===== src/rtl/seg_pkg.sv =====
// Shared constants and types for the seven-segment scan decoder.
//   seg_t                  : 7-bit active-low segment vector, index 0 = segment a ... 6 = g
//   SEG_HEX[16]            : active-low patterns for hex digits 0..F
//   SEG_BLANK              : all segments off
//   SEG_NUM_DIGITS_DEFAULT : default number of multiplexed digit positions
package seg_pkg;

  typedef logic [0:6] seg_t;

  localparam int unsigned SEG_NUM_DIGITS_DEFAULT = 6;

  localparam seg_t SEG_BLANK = 7'b1111111;

  // Literals are written a..g left to right, matching the [0:6] ordering of seg_t.
  localparam seg_t SEG_HEX [16] = '{
    7'b0000001, 7'b1001111, 7'b0010010, 7'b0000110,
    7'b1001100, 7'b0100100, 7'b0100000, 7'b0001111,
    7'b0000000, 7'b0000100, 7'b0001000, 7'b1100000,
    7'b0110001, 7'b1000010, 7'b0110000, 7'b0111000
  };

endpackage


===== src/rtl/seg_pattern_decode.sv =====
// Combinational inverse of the hex-to-segment table.
//   seg_i    : active-low segment pattern
//   nibble_o : recovered hex value (0 when the pattern is not recognised)
//   legal_o  : high when the pattern is a known hex digit (or blank, see below)
// Build option: SEG_SCAN_BLANK_EN makes the all-off pattern legal (nibble 0).
module seg_pattern_decode
  import seg_pkg::*;
(
  input  seg_t       seg_i,
  output logic [3:0] nibble_o,
  output logic       legal_o
);

  always_comb begin
    nibble_o = 4'h0;
    legal_o  = 1'b0;
    for (int unsigned i = 0; i < 16; i++) begin
      if (seg_i == SEG_HEX[i]) begin
        nibble_o = 4'(i);
        legal_o  = 1'b1;
      end
    end
`ifdef SEG_SCAN_BLANK_EN
    if (seg_i == SEG_BLANK) begin
      legal_o = 1'b1;
    end
`else
`endif
  end

endmodule


===== src/rtl/seg_scan_decoder.sv =====
// Monitors a multiplexed seven-segment bus and reassembles the displayed hex value.
//   clock, resetn : rising-edge clock, asynchronous active-low reset
//   seg_in        : active-low segments (bit 0 = a ... bit 6 = g)
//   digit_sel     : one-hot digit strobe
//   value         : last published frame, digit i in bits [4i+3:4i]
//   digit_err     : per-digit illegal-pattern flags of the last frame
//   frame_valid   : one-cycle pulse when value/digit_err update
//   busy          : a frame is partially captured
// Build option: SEG_SCAN_BLANK_EN (see seg_pattern_decode) accepts blank digits.
module seg_scan_decoder
  import seg_pkg::*;
#(
  parameter int unsigned NUM_DIGITS    = SEG_NUM_DIGITS_DEFAULT,
  parameter int unsigned STABLE_CYCLES = 4
) (
  input  logic                    clock,
  input  logic                    resetn,
  input  logic [0:6]              seg_in,
  input  logic [NUM_DIGITS-1:0]   digit_sel,
  output logic [4*NUM_DIGITS-1:0] value,
  output logic [NUM_DIGITS-1:0]   digit_err,
  output logic                    frame_valid,
  output logic                    busy
);

  localparam logic [7:0] StableMax = 8'(STABLE_CYCLES);

  seg_t                    s_seg_q, prev_seg_q;
  logic [NUM_DIGITS-1:0]   s_sel_q, prev_sel_q;
  logic [7:0]              stab_cnt_q, stab_cnt_d;
  logic                    armed_q, armed_d;
  logic [NUM_DIGITS-1:0]   seen_q, seen_d;
  logic [4*NUM_DIGITS-1:0] shadow_nib_q, shadow_nib_d;
  logic [NUM_DIGITS-1:0]   shadow_err_q, shadow_err_d;
  logic [4*NUM_DIGITS-1:0] value_q, value_d;
  logic [NUM_DIGITS-1:0]   digit_err_q, digit_err_d;
  logic                    frame_valid_q, frame_valid_d;

  logic       sel_onehot, armed_pre, capture, publish;
  logic [3:0] dec_nibble;
  logic       dec_legal;

  seg_pattern_decode u_decode (
    .seg_i    (s_seg_q),
    .nibble_o (dec_nibble),
    .legal_o  (dec_legal)
  );

  assign sel_onehot = $onehot(s_sel_q);
  assign publish    = &seen_q;

  // Dwell counter: a new dwell re-arms before the capture test, so STABLE_CYCLES = 1
  // captures on the very first sample of a new pattern.
  always_comb begin
    stab_cnt_d = stab_cnt_q;
    armed_pre  = armed_q;
    if (!sel_onehot) begin
      stab_cnt_d = 8'd0;
      armed_pre  = 1'b1;
    end else if (s_seg_q == prev_seg_q && s_sel_q == prev_sel_q) begin
      stab_cnt_d = (stab_cnt_q >= StableMax) ? StableMax : stab_cnt_q + 8'd1;
    end else begin
      stab_cnt_d = 8'd1;
      armed_pre  = 1'b1;
    end
    capture = sel_onehot && armed_pre && (stab_cnt_d == StableMax);
    armed_d = armed_pre && !capture;
  end

  // Publish reads the old shadow; a capture in the same cycle lands in the next frame.
  always_comb begin
    seen_d        = seen_q;
    shadow_nib_d  = shadow_nib_q;
    shadow_err_d  = shadow_err_q;
    value_d       = value_q;
    digit_err_d   = digit_err_q;
    frame_valid_d = 1'b0;
    if (publish) begin
      value_d       = shadow_nib_q;
      digit_err_d   = shadow_err_q;
      frame_valid_d = 1'b1;
      seen_d        = '0;
    end
    if (capture) begin
      for (int i = 0; i < int'(NUM_DIGITS); i++) begin
        if (s_sel_q[i]) begin
          shadow_nib_d[4*i +: 4] = dec_nibble;
          shadow_err_d[i]        = ~dec_legal;
          seen_d[i]              = 1'b1;
        end
      end
    end
  end

  always_ff @(posedge clock or negedge resetn) begin
    if (!resetn) begin
      s_seg_q       <= '0;
      s_sel_q       <= '0;
      prev_seg_q    <= '0;
      prev_sel_q    <= '0;
      stab_cnt_q    <= 8'd0;
      armed_q       <= 1'b1;
      seen_q        <= '0;
      shadow_nib_q  <= '0;
      shadow_err_q  <= '0;
      value_q       <= '0;
      digit_err_q   <= '0;
      frame_valid_q <= 1'b0;
    end else begin
      s_seg_q       <= seg_in;
      s_sel_q       <= digit_sel;
      prev_seg_q    <= s_seg_q;
      prev_sel_q    <= s_sel_q;
      stab_cnt_q    <= stab_cnt_d;
      armed_q       <= armed_d;
      seen_q        <= seen_d;
      shadow_nib_q  <= shadow_nib_d;
      shadow_err_q  <= shadow_err_d;
      value_q       <= value_d;
      digit_err_q   <= digit_err_d;
      frame_valid_q <= frame_valid_d;
    end
  end

  assign value       = value_q;
  assign digit_err   = digit_err_q;
  assign frame_valid = frame_valid_q;
  assign busy        = |seen_q;

endmodule


===== config.mk =====
export PLATFORM = sky130hd
export DESIGN_NAME = seg_scan_decoder
export DESIGN_NICKNAME = d
export VERILOG_FILES = /design/src/rtl/seg_pkg.sv /design/src/rtl/seg_pattern_decode.sv /design/src/rtl/seg_scan_decoder.sv
export SDC_FILE = /design/constraint.sdc
export NUM_CORES = 1
export LEC_CHECK = 0
export CAP_MARGIN = 0
export CORE_ASPECT_RATIO = 0.5
export CORE_UTILIZATION = 60
export CTS_CLUSTER_DIAMETER = 100
export CTS_CLUSTER_SIZE = 10
export DETAILED_ROUTE_END_ITERATION = 8
export GPL_TIMING_DRIVEN = 0
export PLACE_DENSITY = 0.84
export SYNTH_ARGS = -nofsm -noshare
export SYNTH_HDL_FRONTEND = slang
export SYNTH_HIERARCHICAL = 1
export SYNTH_SLANG_ARGS = --single-unit

===== constraint.sdc =====
create_clock -name clock -period 9.3 [get_ports clock]
set_input_delay 1.395 -clock clock [delete_from_list [all_inputs] [get_ports clock]]
set_output_delay 1.395 -clock clock [all_outputs]
set_load 0.05 [all_outputs]

==> flow_summary.toml, run 1 <==
[pwr]
totalPowerFinal_mw = 0.888
power-per-cell-area_nw_per_um2 = 169
leakagePower_nw = 2.57
peakVddDrop_mv = 0.127

[timing]
report.final.setup_viol = 0
unrepaired_setup_endpoints_after_global_routing = "no"
fin_setup_tns_ns = 0
post-route-period-util = 0.408
tightestPinTransition_ns = 0.920
timing.final.hold_violations = 0
slew_headroom = 0.382
highest_achievable_clock_rate_mhz = 263
fin_worst_hold_slack_ns = 0.428
timing.final.crit_period_ns = 3.80
timing.clock.skew_ns = 0.00994
finalMaxSlewViolations = 0

[status]
outcome = "finished clean"

[floorplanning]
design.portCount = 47
floorplan.rows = 21
floorplan.die.height_um = 62.2
floorplan.die.width_um = 122
initial_utilization = 0.636
die-area_um2 = 7610
core_area_um2 = 6830

[clock_network]
holdBufCountCts = 0
root_buffer = "clkbuf_16"
clkSlewWorstSetupHoldPaths_ns = 0.07
cts_setup_buffers = 0
cts_max_path_buffers = 2
cts_resized = 0
htreeDepth = 3
cts.sinks = 102
tritoncts_clock_tree = "done"
worst_skew_late_latency_ns = 0.35
cts_buffers = 9

[route]
vias = 2830
top_layer_reached_by_signal_wires = "met4"
detail_route.vias_per_cell = 5.43
routed_wl_um = 8390
route.antenna.remaining_nets = 0
met2WireLength_um = 4140
drt_pass1_iterations = 5
met3_length_um = 350
drtIter0Drc = 152
drcViolationCount = 0
post_drt_wl_per_cell_um = 16.1
drt-met1-wl_um = 3770

[setup_path]
worst_path_arrival_ns = 4.03
critical_path.max_fanout = 6
ff_to_ff_setup_slack_ns = 5.50
nature_of_the_critical_path_startpoint = "flip-flop"
crit-reg2reg-launch = "s_sel_q[0]$_DFF_PN0_"
path_class = "reg -> reg"
reg2reg_depth = 12
rr_endpoint = "shadow_nib_q[18]$_DFFE_PN0P_"
critPathRequiredTime_ns = 9.53
worstSetupEndpointType = "flip-flop"

[cells_and_area]
final_layout_size_suffix_gt1_frac = 0.163
area_of_all_placed_cells_without_fillers_um2 = 5260
layout_area_growth_over_synthesis_pct = 20.9
design.final.nets = 445
multiInputGateArea_um2 = 1600
nFillCells = 428
antenna-diode-count = 0
layout.area.seq_um2 = 2550

[global_routing]
antenna_found_initial = 0
globalRouteTotalUtil = 0.249
grt_remaining_overflow = 0
grt_start_max_net_pins = 80
first_global_vias = 2895
grt_pass1_wl_um = 14000

[synthesis]
synth_area_leaders = "dfrtp_1 (58%), mux2_4 (8.3%), nand2_1 (7.5%), xnor2_1 (2.6%), buf_6 (1.8%)"
synth.most_common_cell = "dfrtp_1"
syn-mean-instance-area_um2 = 12.0
synth-edff-count = 0
post_synth_instance_area_um2 = 4350
fraction_of_registers_with_async_set_reset = 1.00
yosysUniqueCellTypes = 53
synth-seq-area-share = 0.587
yosysWarningCount = 6
synth.ff_latch_count = 102
dominantRegCellSynth = "dfrtp_1"
yosys.area.top_type = "dfrtp_1"
synthCells = 362
post-synth-top-area-fraction = 0.581
netlist_top_cells_count = "dfrtp_1 (101), nand2_1 (87), mux2_4 (24)"

[placed_design]
place.detailed.hpwl_um = 5790
portBuffers = 46
area_post_placement_um2 = 4960
globalplace.congestion = 0.823

[job]
drv_cap = 0

[hold_path]
holdCritStartpoint = "s_seg_q[3]$_DFF_PN0_"
min_to = "prev_seg_q[3]$_DFF_PN0_"
hold_path.class = "reg -> reg"
holdPathStages = 0
report_power, final:
part           internal [mW]  total (mW)  switching, mW
Combinational         0.0250      0.0570         0.0320
Clock                  0.209       0.372          0.163
Sequential             0.452       0.459        0.00745
flip-flops by register name, indices dropped and copies added (netlist names):
name / count
shadow_nib_q: 24
value: 24
stab_cnt_q: 8
prev_seg_q: 7
s_seg_q: 7
digit_err: 6
prev_sel_q: 6
s_sel_q: 6
seen_q: 6
shadow_err_q: 6
armed_q: 1
frame_valid: 1
worst max-delay path by stage:
stage	startpoint	to	slack, ns	depth (start not counted)
after detailed placement	s_sel_q[0]$_DFF_PN0_	shadow_nib_q[18]$_DFFE_PN0P_	5.52	12
after CTS	s_sel_q[0]$_DFF_PN0_	shadow_nib_q[18]$_DFFE_PN0P_	5.51	12
final	s_sel_q[0]$_DFF_PN0_	shadow_nib_q[18]$_DFFE_PN0P_	5.50	12
after floorplan	s_sel_q[0]$_DFF_PN0_	shadow_nib_q[10]$_DFFE_PN0P_	5.77	12
after global routing	s_sel_q[0]$_DFF_PN0_	shadow_nib_q[14]$_DFFE_PN0P_	5.30	12
after global placement	resetn	value[0]$_DFFE_PN0P_	3.46	1
logic make-up (layout without fill, tap and decap cells):
group	count (synthesis)	after routing	share of synthesized area
AND/OR/NAND/NOR	137	137	0.160
flip-flops	102	102	0.587
buffers and inverters	39	102	0.0492
AO/OA/AOI/OAI	32	32	0.0527
multiplexers	31	31	0.0993
XOR/XNOR	14	14	0.0282
adder cells (fa/ha/maj)	6	6	0.0224
other	1	5	0.000862
layer usage:
layer,up-vias,GRT usage
li1,1321,-
met1,1403,0.327
met2,91,0.406
met3,15,0.0726
met4,0,0.0701
met5,-,0
layout make-up:
type / count / share of cell area
clock inverter: 7 / 0.0133
inverter: 18 / 0.0128
clock buffer: 9 / 0.0428
sequential: 102 / 0.486
multi-input combinational: 225 / 0.303
buffer: 21 / 0.0278
tap: 92 / 0.0219
timing repair buffer: 47 / 0.0923
critical path: stages (launching register included):
cell	delay, ns
dfrtp_1	0.42
inv_1	0.09
fa_1	0.50
fa_1	0.50
inv_1	0.05
ha_1	0.18
fa_1	0.44
or3b_4	0.44
nand3b_4	0.18
nor4_4	0.23
and3_1	0.23
buf_6	0.15
mux2_4	0.30
through the flow:
| stage | setup WS [ns] | cells | util |
|---|---|---|---|
| after global placement | 3.46 | 504 | 0.723 |
| after floorplan | 5.77 | 366 | - |
| final | 5.50 | 521 | 0.770 |
| after global routing | 5.30 | 521 | 0.770 |
| after detailed placement | 5.52 | 505 | 0.727 |
| after CTS | 5.51 | 521 | 0.770 |
placed cells by master, fill, tap and decap left out, types with 5 or more instances in the layout:
cell type,netlist,final
mux2i_1,6,6
clkbuf_16,0,9
inv_1,17,17
xnor2_1,13,13
dfrtp_1,101,101
o21ai_0,7,7
nor2_1,7,7
nor3_1,5,5
clkbuf_1,6,6
nand4_1,6,6
buf_2,6,6
nand2_1,87,87
mux2_4,24,24
and3_1,6,6
buf_6,7,7
conb_1,1,5
clkdlybuf4s50_1,0,45
a21o_1,5,5
(Power assumes the default switching activity.)
==> run 2: changes to the inputs <==
--- a/config.mk
+++ b/config.mk
@@ -7,12 +7,12 @@
 export LEC_CHECK = 0
 export CAP_MARGIN = 0
 export CORE_ASPECT_RATIO = 0.5
-export CORE_UTILIZATION = 60
+export CORE_UTILIZATION = 51
 export CTS_CLUSTER_DIAMETER = 100
 export CTS_CLUSTER_SIZE = 10
 export DETAILED_ROUTE_END_ITERATION = 8
 export GPL_TIMING_DRIVEN = 0
-export PLACE_DENSITY = 0.84
+export PLACE_DENSITY = 0.76
 export SYNTH_ARGS = -nofsm -noshare
 export SYNTH_HDL_FRONTEND = slang
 export SYNTH_HIERARCHICAL = 1
==> constraint.sdc (replaced) <==
create_clock -name clock -period 3.05 [get_ports clock]
set_input_delay 0.4575 -clock clock [delete_from_list [all_inputs] [get_ports clock]]
set_output_delay 0.4575 -clock clock [all_outputs]
set_load 0.05 [all_outputs]
==> flow_summary.toml, run 2 (synthesized netlist as in run 1, its figures left out) <==
[status]
outcome = "complete, but fails checks"
violations = "setup timing"

[placed_design]
inst_count_dp = 525
placement.setup.worst_slack_ns = -0.707
globalplace.congestion = 0.823
place.detailed.hpwl_um = 5230
portBuffers = 46

[cells_and_area]
design.final.nets = 453
antenna-diode-count = 0
final_layout_size_suffix_gt1_frac = 0.197
layout.cells.most_common = "dfrtp_1"
post_layout_nonfiller_instances = 549
layout_area_growth_over_synthesis_pct = 24.8
commonest_cells_after_routing_fill_and_taps_aside = "dfrtp_1 (101), nand2_1 (87), clkdlybuf4s50_1 (45)"
nFillCells = 600

[route]
drcViolationCount = 0
post_drt_wl_per_cell_um = 14.3
vias = 2754
detail_route.vias_per_cell = 5.02
route.antenna.remaining_nets = 0
routed_wl_um = 7880
drt_pass1_iterations = 4
drtIter0Drc = 169

[hold_path]
hold_path.class = "in -> async"

[timing]
timing.final.hold_violations = 0
finalMaxSlewViolations = 0
highest_achievable_clock_rate_mhz = 276
finalWorstSetupSlack_ns = -0.578
post-route-period-util = 1.19
slew_headroom = 0.304
timing.clock.skew_ns = 0.00617
report.final.setup_viol = 37
timing.final.crit_period_ns = 3.63
tightestPinTransition_ns = 1.03
unrepaired_setup_endpoints_after_global_routing = "yes"

[setup_path]
worstPathBufferInverterCount = 3
timing.critical_path.slowest_cell_delay_ns = 0.49
crit-reg2reg-launch = "s_sel_q[3]$_DFF_PN0_"
worstSetupEndpointType = "flip-flop"
worst_path_arrival_ns = 3.86
crit_top_cell = "fa_1"
critPathRequiredTime_ns = 3.28
ff_to_ff_setup_slack_ns = -0.58
nature_of_the_critical_path_startpoint = "flip-flop"
reg2reg_depth = 12
critical_path.max_fanout = 6
rr_endpoint = "shadow_nib_q[9]$_DFFE_PN0P_"
worst_path_max_delay_cell = "fa_1"
crit_chain = "inv_2, fa_1, fa_1, inv_1, ha_2, fa_1, or3b_4, nand3b_4, nor4_4, and3_1, buf_6, mux2_4"
crit_family = "adder cells"
path_class = "reg -> reg"

[clock_network]
cts_buffers = 9
clkSlewWorstSetupHoldPaths_ns = 0.07
cts_max_path_buffers = 2
tritoncts_clock_tree = "done"
worst_skew_late_latency_ns = 0.34
cts.sinks = 102
root_buffer = "clkbuf_16"
htreeDepth = 3

[floorplanning]
design.portCount = 47
core_area_um2 = 8140
floorplan.rows = 23
die-area_um2 = 8920
initial_utilization = 0.534
floorplan.die.width_um = 133
floorplan.die.height_um = 67.3

[pwr]
peakVddDrop_mv = 0.332
power-per-cell-area_nw_per_um2 = 516
leakagePower_nw = 2.64

[global_routing]
grt_start_max_net_pins = 70
grt_remaining_overflow = 0
first_global_vias = 2800
antenna_found_initial = 0
globalRouteTotalUtil = 0.202
grt_pass1_wl_um = 13600

[job]
drv_cap = 0
run 2: worst max-delay path by stage:
stage,from,to,cells after the start
final,s_sel_q[3]$_DFF_PN0_,shadow_nib_q[9]$_DFFE_PN0P_,12
after global routing,s_sel_q[3]$_DFF_PN0_,shadow_nib_q[5]$_DFFE_PN0P_,12
after CTS,s_sel_q[0]$_DFF_PN0_,shadow_nib_q[5]$_DFFE_PN0P_,12
after detailed placement,s_sel_q[0]$_DFF_PN0_,shadow_nib_q[11]$_DFFE_PN0P_,12
after global placement,resetn,shadow_nib_q[9]$_DFFE_PN0P_,1
after floorplan,s_sel_q[0]$_DFF_PN0_,shadow_nib_q[10]$_DFFE_PN0P_,12
run 2: metrics by stage:
| stage | hold WS [ns] | area [um2] | total power [mW] | utilization | setup TNS [ns] |
|---|---|---|---|---|---|
| after floorplan | 0.162 | 4370 | 1.52 | - | -14.31 |
| after global placement | 0.414 | 4970 | 1.59 | 0.611 | -239.74 |
| after detailed placement | 0.423 | 5000 | 1.59 | 0.614 | -22.71 |
| after CTS | 0.0671 | 5400 | 2.82 | 0.663 | -20.09 |
| after global routing | 0.0796 | 5430 | 2.91 | 0.666 | -24.89 |
| final | 0.0517 | 5430 | 2.80 | 0.666 | -18.65 |
run 2: worst register-to-register path: stages (launching register included):
cell and delay, ns:
dfrtp_1 0.37, inv_2 0.05, fa_1 0.49, fa_1 0.49
inv_1 0.04, ha_2 0.16, fa_1 0.42, or3b_4 0.39
nand3b_4 0.17, nor4_4 0.25, and3_1 0.24, buf_6 0.15
mux2_4 0.30
run 2: per-layer routing:
metal  wire [um]  GRT usage  vias up
met5           0          0        -
met4         133     0.0776        0
met3         205     0.0480       14
met2        3700      0.336       35
met1        3840      0.263     1368
li1            -          -     1337
run 2: layout make-up:
type | count | area (um2) | area share
sequential | 102 | 2550 | 0.471
multi-input combinational | 225 | 1640 | 0.303
timing repair buffer | 56 | 564 | 0.104
clock buffer | 10 | 229 | 0.0422
tap | 112 | 140 | 0.0258
buffer | 20 | 135 | 0.0249
clock inverter | 6 | 91.3 | 0.0168
inverter | 18 | 67.6 | 0.0125
run 2: what timing repair did:
item | CTS | global route
setup endpoints to repair | 39 | 39
gates cloned | 0 | 0
setup buffers | 6 | 3
hold buffers | 0 | 0
pin swaps | 9 | 7
gates resized for setup | 9 | 5
run 2: power breakdown:
part	internal, mW	switching [mW]
registers	1.38	0.0207
logic	0.0839	0.104
clock network	0.725	0.491
total	2.19	0.616
==> run 3: changes to the inputs <==
--- a/config.mk
+++ b/config.mk
@@ -7,6 +7,7 @@
 export LEC_CHECK = 0
 export CAP_MARGIN = 0
 export CORE_ASPECT_RATIO = 0.5
+export CORE_MARGIN = 2
 export CORE_UTILIZATION = 51
 export CTS_CLUSTER_DIAMETER = 100
 export CTS_CLUSTER_SIZE = 10
==> constraint.sdc (replaced) <==
create_clock -name clock -period 3.05 [get_ports clock]
set_input_delay 0.305 -clock clock [delete_from_list [all_inputs] [get_ports clock]]
set_output_delay 0.305 -clock clock [all_outputs]
set_load 0.05 [all_outputs]
==> flow_summary.toml, run 3 (synthesized netlist as in run 1, its figures left out) <==
[timing]
finalMaxSlewViolations = 0
fin_worst_hold_slack_ns = 0.400
unrepaired_setup_endpoints_after_global_routing = "yes"
highest_achievable_clock_rate_mhz = 275
timing.clock.skew_ns = 0.00892
finalWorstSetupSlack_ns = -0.581
timing.final.crit_period_ns = 3.63
post-route-period-util = 1.19
slew_headroom = 0.298
tightestPinTransition_ns = 1.04
report.final.setup_viol = 37
timing.final.hold_violations = 0

[pwr]
power.internal_mw = 2.14
leakagePower_nw = 2.65
power-per-cell-area_nw_per_um2 = 504
switching_power_share_of_the_total = 0.220
peakVddDrop_mv = 0.342
clkPwrFrac = 0.423
p_sw_mw = 0.605
share_seq_of_total_power = 0.509
power_frac_comb = 0.068

[clock_network]
cts_buffers = 9
root_buffer = "clkbuf_16"
worst_skew_late_latency_ns = 0.34
clkSlewWorstSetupHoldPaths_ns = 0.07
cts.sinks = 102
cts_max_path_buffers = 2
tritoncts_clock_tree = "done"
htreeDepth = 3

[route]
drtIter0Drc = 142
routed_wl_um = 7960
detail_route.vias_per_cell = 5.08
route.antenna.remaining_nets = 0
drcViolationCount = 0
drt_pass1_iterations = 4
vias = 2805
post_drt_wl_per_cell_um = 14.4

[status]
outcome = "complete, but fails checks"
violations = "setup timing"

[cells_and_area]
layout.area.seq_um2 = 2550
design.final.nets = 457
layout.cells.most_common = "dfrtp_1"
commonest_cells_after_routing_fill_and_taps_aside = "dfrtp_1 (101), nand2_1 (87), clkdlybuf4s50_1 (45)"
area_of_all_placed_cells_without_fillers_um2 = 5440
antenna-diode-count = 0
final_layout_size_suffix_gt1_frac = 0.193
nFillCells = 613
layout_area_growth_over_synthesis_pct = 25.2
multiInputGateArea_um2 = 1640

[setup_path]
nature_of_the_critical_path_startpoint = "flip-flop"
path_class = "reg -> reg"
critical_path.max_fanout = 6
rr_endpoint = "shadow_nib_q[0]$_DFFE_PN0P_"
timing.critical_path.from = "s_sel_q[3]$_DFF_PN0_"
worstSetupEndpointType = "flip-flop"
ff_to_ff_setup_slack_ns = -0.58
crit_path_end = "shadow_nib_q[0]$_DFFE_PN0P_"
critPathRequiredTime_ns = 3.28
worst_path_arrival_ns = 3.86
crit-reg2reg-launch = "s_sel_q[3]$_DFF_PN0_"
reg2reg_depth = 12

[global_routing]
antenna_found_initial = 0
grt.met1_usage = 0.260
first_global_vias = 2788
grt_pass1_wl_um = 13600
groute.layer.met2.usage = 0.284
globalRouteTotalUtil = 0.189
grt.met3_usage = 0.0534
grt_remaining_overflow = 0
grt_start_max_net_pins = 56
grt_busiest_layer = "met2"

[floorplanning]
floorplan.rows = 23
die-area_um2 = 9330
floorplan.die.height_um = 69.3
initial_utilization = 0.534
design.portCount = 47
core_area_um2 = 8140
floorplan.die.width_um = 135

[hold_path]
hold_path.class = "in -> reg"

[placed_design]
place.detailed.hpwl_um = 5380
area_post_placement_um2 = 5000
globalplace.congestion = 0.833
portBuffers = 46

[job]
drv_cap = 0
==> run 3: layout make-up <==
type | instances | area share
tap | 112 | 0.0257
clock inverter | 4 | 0.0101
sequential | 102 | 0.469
buffer | 21 | 0.0269
timing repair buffer | 59 | 0.109
inverter | 18 | 0.0124
multi-input combinational | 225 | 0.300
clock buffer | 11 | 0.0464
==> run 3: critical path, stage by stage (launching register included) <==
cell      delay [ns]
dfrtp_1         0.39
inv_1           0.08
fa_1            0.44
fa_1            0.49
inv_1           0.04
ha_2            0.16
fa_1            0.43
or3b_4          0.39
nand3b_4        0.17
nor4_4          0.24
and3_1          0.22
buf_6           0.15
mux2_4          0.31
==> run 3: through the flow <==
step / std cells / TNS (ns) / setup slack, ns / total power [mW] / utilization
after global routing: 552 / -24.32 / -0.717 / 2.87 / 0.668
after CTS: 550 / -22.13 / -0.680 / 2.77 / 0.666
final: 552 / -19.35 / -0.581 / 2.75 / 0.668
after global placement: 524 / -223.05 / -2.01 / 1.59 / 0.611
after detailed placement: 525 / -23.11 / -0.713 / 1.60 / 0.614
after floorplan: 366 / -14.31 / -0.461 / 1.52 / -
==> run 3: repair_timing <==
| item | CTS | global route |
|---|---|---|
| pin swaps | 7 | 7 |
| setup buffers | 9 | 2 |
| hold buffers | 1 | 0 |
| resized for setup | 10 | 1 |
| endpoints found under the hold margin | 16 | 0 |
| endpoints found under the setup margin | 39 | 39 |
==> run 3: worst min path at each step <==
stage | from | depth (start not counted) | endpoint | slack, ns
after floorplan | resetn | 0 | digit_err[0]$_DFFE_PN0P_ | 0.009
after global placement | s_seg_q[0]$_DFF_PN0_ | 0 | prev_seg_q[0]$_DFF_PN0_ | 0.40
after detailed placement | resetn | 1 | s_seg_q[2]$_DFF_PN0_ | 0.36
after CTS | digit_sel[4] | 1 | s_sel_q[4]$_DFF_PN0_ | 0.39
after global routing | seg_in[3] | 1 | s_seg_q[3]$_DFF_PN0_ | 0.39
final | digit_sel[0] | 1 | s_sel_q[0]$_DFF_PN0_ | 0.40
==> run 3: power by group through the flow <==
stage	clock network, mW	logic [mW]	registers, mW
5_1_grt	1.25	0.212	1.40
6_report	1.16	0.187	1.40
2_1_floorplan	0	0.101	1.42
3_3_place_gp	0	0.164	1.42
3_5_place_dp	0	0.171	1.42
4_1_cts	1.18	0.189	1.40
==> run 3: metal layers <==
layer  vias to the layer above  wire length, um
met5                         -                0
met4                         0              122
met3                        11              415
met2                        65             3700
met1                      1383             3720
li1                       1346                -
